<file path="config.mk">
export PLATFORM = sky130hd
export DESIGN_NAME = anton_neopixel_decoder
export DESIGN_NICKNAME = d
export VERILOG_FILES = /design/src/rtl/anton_neopixel_decoder.sv
export SDC_FILE = /design/constraint.sdc
export NUM_CORES = 1
export LEC_CHECK = 0
export BUFFER_PORTS_ARGS = -buffer_cell sky130_fd_sc_hd__buf_2
export CORE_ASPECT_RATIO = 1.25
export CORE_MARGIN = 2
export CORE_UTILIZATION = 54
export DETAILED_ROUTE_END_ITERATION = 7
export GPL_TIMING_DRIVEN = 0
export HOLD_SLACK_MARGIN = 0.08
export PLACE_DENSITY = 0.83
export SLEW_MARGIN = 20
export SYNTH_ARGS = -nofsm -noshare
export SYNTH_HDL_FRONTEND = slang
export SYNTH_SLANG_ARGS = --single-unit
</file>
<file path="constraint.sdc">
create_clock -name clk7mhz -period 2.8 [get_ports clk7mhz]
set_clock_uncertainty 0.1 [all_clocks]
set_input_delay 0.56 -clock clk7mhz [delete_from_list [all_inputs] [get_ports clk7mhz]]
set_output_delay 0.56 -clock clk7mhz [all_outputs]
set_load 0.02 [all_outputs]
</file>
<file path="src/rtl/anton_neopixel_decoder.sv">
// anton_neopixel_decoder: recovers 24-bit pixels, frame ends and line errors from a sampled NeoPixel line
module anton_neopixel_decoder #(
  parameter int HIGH_THRESHOLD = 4,
  parameter int MAX_HIGH = 7,
  parameter int RESET_TICKS = 350,
  parameter int INDEX_BITS = 16
) (
  input  logic                  clk7mhz,
  input  logic                  resetn,
  input  logic                  neoData,
  output logic [23:0]           pixelData,
  output logic [INDEX_BITS-1:0] pixelIndex,
  output logic                  pixelValid,
  input  logic                  pixelReady,
  output logic                  frameEnd,
  output logic [INDEX_BITS-1:0] frameCount,
  output logic                  errPulse,
  output logic                  errPartial,
  output logic                  errOverflow,
  input  logic                  errClear
);
  localparam int HW = $clog2(MAX_HIGH + 2);
  localparam int LW = $clog2(RESET_TICKS + 1);
  typedef enum logic [1:0] {IDLE, HIGH, LOW} state_t;
  state_t state, state_n;
  logic d_q;
  logic [HW-1:0] hi_cnt, hi_cnt_n;
  logic [LW-1:0] lo_cnt, lo_cnt_n;
  logic [4:0] bit_cnt, bit_cnt_n;
  logic [23:0] shift, shift_n;
  logic [INDEX_BITS-1:0] pix_cnt, pix_cnt_n;
  logic decode, bad, done, load, fend;
  always_comb begin
    state_n = state;
    hi_cnt_n = hi_cnt;
    lo_cnt_n = lo_cnt;
    bit_cnt_n = bit_cnt;
    shift_n = shift;
    pix_cnt_n = pix_cnt;
    decode = state == HIGH && !d_q;
    bad = decode && hi_cnt > HW'(MAX_HIGH);
    done = decode && !bad && bit_cnt == 5'd23;
    load = done && (!pixelValid || pixelReady);
    fend = state == LOW && !d_q && lo_cnt == LW'(RESET_TICKS - 1);
    if (d_q) begin
      state_n = HIGH;
      hi_cnt_n = state != HIGH ? HW'(1) : hi_cnt == HW'(MAX_HIGH + 1) ? hi_cnt : hi_cnt + 1'b1;
    end else if (decode) begin
      state_n = LOW;
      lo_cnt_n = LW'(1);
      shift_n[bit_cnt] = hi_cnt >= HW'(HIGH_THRESHOLD);
      bit_cnt_n = bad || done ? '0 : bit_cnt + 1'b1;
      pix_cnt_n = done && !(&pix_cnt) ? pix_cnt + 1'b1 : pix_cnt;
    end else if (state == LOW) begin
      state_n = fend ? IDLE : LOW;
      lo_cnt_n = fend ? '0 : lo_cnt + 1'b1;
      bit_cnt_n = fend ? '0 : bit_cnt;
      pix_cnt_n = fend ? '0 : pix_cnt;
    end
  end
  always_ff @(posedge clk7mhz) begin
    if (!resetn) begin
      d_q <= 1'b0;
      state <= IDLE;
      hi_cnt <= '0;
      lo_cnt <= '0;
      bit_cnt <= '0;
      shift <= '0;
      pix_cnt <= '0;
      pixelData <= '0;
      pixelIndex <= '0;
      pixelValid <= 1'b0;
      frameEnd <= 1'b0;
      frameCount <= '0;
      errPulse <= 1'b0;
      errPartial <= 1'b0;
      errOverflow <= 1'b0;
    end else begin
      d_q <= neoData;
      state <= state_n;
      hi_cnt <= hi_cnt_n;
      lo_cnt <= lo_cnt_n;
      bit_cnt <= bit_cnt_n;
      shift <= shift_n;
      pix_cnt <= pix_cnt_n;
      pixelData <= load ? shift_n : pixelData;
      pixelIndex <= load ? pix_cnt : pixelIndex;
      pixelValid <= load || (pixelValid && !pixelReady);
      frameEnd <= fend;
      frameCount <= fend ? pix_cnt : frameCount;
      errPulse <= bad || (errPulse && !errClear);
      errPartial <= (fend && bit_cnt != '0) || (errPartial && !errClear);
      errOverflow <= (done && !load) || (errOverflow && !errClear);
    end
  end
endmodule

</file>
==> impl_metrics.ini, run 1 <==
[logic_synthesis]
yosys-top-cells-area = dfxtp_1, nand2_1, a21oi_1
yosys-top-cells-count = dfxtp_1, nand2_1, nor2_1, a21oi_1, clkbuf_1
synthArstFlopShare_pct = 0
synth_top_area_share_pct = 47.1
synth_mux_area_share_pct = 4.97
synth_nets = 636
avgSynthCellArea_sq_um = 8.34
synth_xor_area_share_pct = 1.86
syn_area_sq_mm = 0.00518
yosysWarnings = 0
seq_area_frac_synth_pct = 47.1
ys.flop_type = dfxtp_1
yosysUniqueCellTypes = 49
syn_inst = 622
synth_compound_area_share_pct = 13.0
synthSimpleGateAreaFrac_pct = 26.3
synthAdderAreaFrac_pct = 2.17
synth-edff-count = 0
ys_ff_latch = 122
yosysTopAreaCell = dfxtp_1
synth_most_common_cell = dfxtp_1
synth_top_family_by_area = simple AND/OR/NAND/NOR gates

[power_and_ir_drop]
p_per_area_mw_per_mm2 = 636
vdd_ir_drop_max_uv = 428
leakagePower_uw = 0.00255

[min_path]
hold_class = in -> reg
worstHoldStart = neoData

[timing]
fmax_mhz = 378
worst_pin_slew_ns = 0.667
hold_viol = 0
grt_setup_unrepaired = no
finalSetupViolations = 0
final.setup.tns_ns = 0
relSlewSlack_pct = 55.2
finalCritPeriodShare_pct = 94.6
post-route-min-period_ns = 2.65
drv_slew = 0

[grt]
grt-ovfl-total = 0
grt_max_degree = 17
antenna_found_initial = 0
first_global_vias = 4489
track_usage_pct = 25.2
grt_first_pass_wirelength_microns = 20800

[cts]
cts-buffers-inserted = 17
cts.path.max_buffers = 2
clkTransAtPathRegs_ns = 0.05
holdBufCountCts = 0
clock_latency_ns = 0.42
cts_max_level = 4
cts_root_buffer = clkbuf_16
cts_tree = yes
cts.sink_count = 122

[floorplanning]
dieHeight_microns = 114
rows = 40
io_pins = 66
start_util_pct = 54.8
fp.dieW_microns = 91.6
dieArea_sq_mm = 0.0104
fp.coreArea_sq_mm = 0.00946

[placement]
dp_hpwl_microns = 8890
port_buffers = 64
dp_cells = 812
place_area_sq_mm = 0.00566
place.gp.congestion = 0.977

[layout]
final_util_pct = 66.3
nets = 719
diodes = 0
stdcell_count = 843
fin_area_sq_mm = 0.00627
nFillCells = 803
drive_above_1_share_pct = 16.7
syn2layout_area_growth_pct = 21.0

[setup_path]
crit_buf_inv = 1
cp.required_ns = 3.04
cpLargestDelayFamily = simple AND/OR/NAND/NOR gates
crit_start = pix_cnt[1]
path_class = reg -> reg
cp_slowest_cell = or4_1
start_kind = flop
path_cells = ha_1 -> nand3_1 -> or4_1 -> a21oi_4 -> buf_2 -> o21ai_0 -> a21oi_1
r2r_slack_ns = 0.15
worst_setup_path_end_kind = flop
reg2reg_from = pix_cnt[1]
arrival_ns = 2.89
crit_fanout = 10
critPathMaxStageDelay_ns = 0.68

[status]
status = finished clean

[route]
first_pass_iters = 4
dr_total_vias = 4681
drcViolationCount = 0
ant_nets = 0
viasPerCell = 5.55
wire_per_inst_microns = 14.9
initialDrtViolationCount = 205
routed_wl_microns = 12600

[flow_run]
maxCapViolations = 0
-- state kept, by name, summed over array words and instances, names as in the netlist --
| register | cells |
|---|---|
| bit_cnt | 5 |
| d_q | 1 |
| errOverflow | 1 |
| errPartial | 1 |
| errPulse | 1 |
| frameCount | 16 |
| frameEnd | 1 |
| hi_cnt | 4 |
| lo_cnt | 9 |
| pix_cnt | 16 |
| pixelData | 24 |
| pixelIndex | 16 |
| pixelValid | 1 |
| shift | 24 |
| state | 2 |
-- final cells by class --
| cell class | count | area [sq um] | area share, % |
|---|---|---|---|
| tap | 126 | 158 | 2.51 |
| multi-input combinational | 442 | 2510 | 40.0 |
| inverter | 16 | 60.1 | 0.957 |
| clock buffer | 21 | 470 | 7.50 |
| clock inverter | 10 | 119 | 1.89 |
| timing repair buffer | 67 | 343 | 5.46 |
| sequential | 122 | 2440 | 38.9 |
| buffer | 39 | 170 | 2.71 |
-- cells by family after synthesis --
kind of cell    Yosys count
compound gates          112
simple gates            285
mux                      25
xor+xnor                 11
buf+inv                  58
flops                   122
fa+ha+maj                 9
-- through the flow --
| step | setup slack [ns] | hold WS, ns | power, uW |
|---|---|---|---|
| CTS | 0.0446 | 0.270 | 4010 |
| global placement | 0.185 | 0.337 | 1870 |
| global route | 0.0349 | 0.280 | 4090 |
| detailed placement | 0.105 | 0.344 | 1880 |
| floorplan | 0.512 | 0.356 | 1850 |
| finish | 0.152 | 0.276 | 3990 |
-- worst paths after layout --
path,depth (start not counted),endpoint
setup / recovery,7,pix_cnt[13]
hold / removal,2,d_q
setup reg to reg,7,pix_cnt[13]
hold reg to reg,2,frameCount[11]
-- timing repair --
| action | in CTS | in global routing |
|---|---|---|
| setup endpoints to repair | 0 | 29 |
| gates resized for setup | 0 | 3 |
| buffers inserted | 0 | 3 |
-- report_power, final --
part | switching [uW] | total [uW] | internal, uW | leakage, uW
registers | 5.38 | 1750 | 1740 | 0.000984
logic | 67.9 | 95.1 | 27.2 | 0.00129
clock network | 776 | 2150 | 1370 | 0.000269
-- layout by cell type (no fill, tap or decap), types with 17 or more instances in the layout --
master,n
and2_1,26
a21oi_1,58
clkbuf_16,17
buf_2,65
dfxtp_1,121
nand3_1,32
nand2_1,99
clkbuf_1,34
mux2i_1,19
nor2_1,70
o21a_1,21
-- routing by layer --
layer	wire length (microns)	track usage, %	share of wire, %
met4	397	11.7	3.2
met2	6450	46.2	51
met5	0	0	0
met3	700	6.14	5.6
met1	5040	27.0	40
No activity file was read; power rests on OpenSTA's default activity.
==> run 2: changes to the inputs <==
--- a/config.mk
+++ b/config.mk
@@ -6,13 +6,15 @@
 export NUM_CORES = 1
 export LEC_CHECK = 0
 export BUFFER_PORTS_ARGS = -buffer_cell sky130_fd_sc_hd__buf_2
+export CELL_PAD_IN_SITES_DETAIL_PLACEMENT = 0
+export CELL_PAD_IN_SITES_GLOBAL_PLACEMENT = 2
 export CORE_ASPECT_RATIO = 1.25
 export CORE_MARGIN = 2
-export CORE_UTILIZATION = 54
+export CORE_UTILIZATION = 34
 export DETAILED_ROUTE_END_ITERATION = 7
 export GPL_TIMING_DRIVEN = 0
 export HOLD_SLACK_MARGIN = 0.08
-export PLACE_DENSITY = 0.83
+export PLACE_DENSITY = 0.86
 export SLEW_MARGIN = 20
 export SYNTH_ARGS = -nofsm -noshare
 export SYNTH_HDL_FRONTEND = slang
==> impl_metrics.ini, run 2 (synthesis gave the netlist of run 1 again) <==
[status]
status = finished clean

[grt]
grt-ovfl-total = 0
track_usage_pct = 17.3
grt_first_pass_wirelength_microns = 21900
antenna_found_initial = 0
grt_max_degree = 17
first_global_vias = 4388

[power_and_ir_drop]
leakagePower_uw = 0.00256
pwr-share-seq_pct = 41.9
clockPowerShare_pct = 55.8
vdd_ir_drop_max_uv = 333
intPower_uw = 3300
switchingPower_uw = 868
p_comb_share_pct = 2.3
p_per_area_mw_per_mm2 = 654
swShare_pct = 20.8

[placement]
preCtsSetupSlack_ns = -0.0610
place.gp.congestion = 0.816
dp_hpwl_microns = 9900
port_buffers = 64

[setup_path]
path_cells = ha_1 -> nand3_1 -> or4_1 -> a21oi_4 -> buf_2 -> o21ai_0 -> a21oi_1
cp_slowest_cell = or4_1
start_kind = flop
worst_setup_path_end_kind = flop
crit_fanout = 10
path_class = reg -> reg
cp.required_ns = 3.04
arrival_ns = 2.83
critPathMaxStageDelay_ns = 0.67

[layout]
nets = 718
layout_common_cells = dfxtp_1, nand2_1, nor2_1
nFillCells = 1500
diodes = 0
syn2layout_area_growth_pct = 23.0
mostFrequentLayoutCell = dfxtp_1
reg_top3 = pixelData x24, shift x24
drive_above_1_share_pct = 16.5
final_util_pct = 42.6

[floorplanning]
io_pins = 66
rows = 50
fp.coreArea_sq_mm = 0.0150
dieArea_sq_mm = 0.0163
fp.dieW_microns = 114
start_util_pct = 34.7
dieHeight_microns = 142

[timing]
finalSetupViolations = 0
drv_slew = 0
worst_pin_slew_ns = 0.715
timing.hold.ws_ns = 0.272
layout_setup_ws_ns = 0.211
post-route-min-period_ns = 2.59
finalCritPeriodShare_pct = 92.5
hold_viol = 0
relSlewSlack_pct = 52.3
fmax_mhz = 386

[flow_run]
maxCapViolations = 0

[cts]
cts_tree = yes
cts_max_level = 4
clock_latency_ns = 0.41
cts.path.max_buffers = 2
cts.sink_count = 122
cts-buffers-inserted = 17
clkTransAtPathRegs_ns = 0.06
cts_root_buffer = clkbuf_16
holdBufCountCts = 0

[route]
wire_per_inst_microns = 15.2
dr_total_vias = 4510
first_pass_iters = 5
ant_nets = 0
drcViolationCount = 0
initialDrtViolationCount = 362
routed_wl_microns = 13600
viasPerCell = 5.02

[min_path]
hold_class = in -> reg
-- run 2: cell types whose count changed in the layout (fill, tap and decap cells not counted) --
cell and delta:
buf_4 -1, bufinv_16 +2, clkbuf_1 +1, clkbuf_8 -1, clkinv_2 +1, clkinvlp_4 -2, dfxtp_1 +1, dfxtp_2 -1
-- run 2: final cells by class --
cell class | count | area (sq um) | share of cell area, %
plain buffers | 39 | 170 | 2.67
clock buffers | 21 | 460 | 7.22
clock inverters | 11 | 169 | 2.65
inverters | 16 | 60.1 | 0.942
multi-input cells | 442 | 2510 | 39.4
flip-flops and latches | 122 | 2440 | 38.3
well taps | 182 | 228 | 3.57
repair buffers | 66 | 335 | 5.26
-- run 2: worst paths after layout --
kind,start,to,slack [ns],cells after the start
worst max register to register,pix_cnt[0],pix_cnt[14],0.21,7
worst max-delay path,pix_cnt[0],pix_cnt[14],0.21,7
worst min register to register,frameCount[6],frameCount[6],0.35,2
worst min-delay path,neoData,d_q,0.27,2
-- run 2: power groups by stage --
stage / clock network, uW / registers, uW / logic, uW
after floorplan: 0 / 1780 / 66.8
after global placement: 0 / 1780 / 96.4
after detailed placement: 0 / 1780 / 98.7
after CTS: 2370 / 1750 / 99.1
after global routing: 2450 / 1750 / 109
final: 2330 / 1750 / 97.0
-- run 2: metrics by stage --
step / setup TNS [ns] / instances / total power [uW] / instance area (sq um)
global placement: -0.000174 / 868 / 1880 / 5730
detailed placement: -0.434 / 868 / 1880 / 5730
CTS: 0 / 899 / 4220 / 6360
finish: 0 / 899 / 4170 / 6380
floorplan: 0 / 622 / 1850 / 5180
global route: -0.00337 / 899 / 4300 / 6380
-- run 2: routing by layer --
metal	track usage [%]	share of wire [%]	vias to the layer above
met3	3.96	3.8	20
met2	30.6	50	95
li1	-	-	2280
met5	0	0	-
met4	6.23	1.7	0
met1	20.2	44	2115
-- run 2: what timing repair did --
action                                  in CTS  in global routing
buffers inserted                             0                  2
endpoints found under the setup margin      10                 29
pin swaps                                    0                  2
gates resized for setup                      0                  2
-- run 2: critical path, delay by kind of cell, from the launching register on --
family | cells | cell delay [ns]
simple gates | 2 | 0.83
fa+ha+maj | 1 | 0.26
compound gates | 3 | 0.55
flops | 1 | 0.49
buf+inv | 1 | 0.28
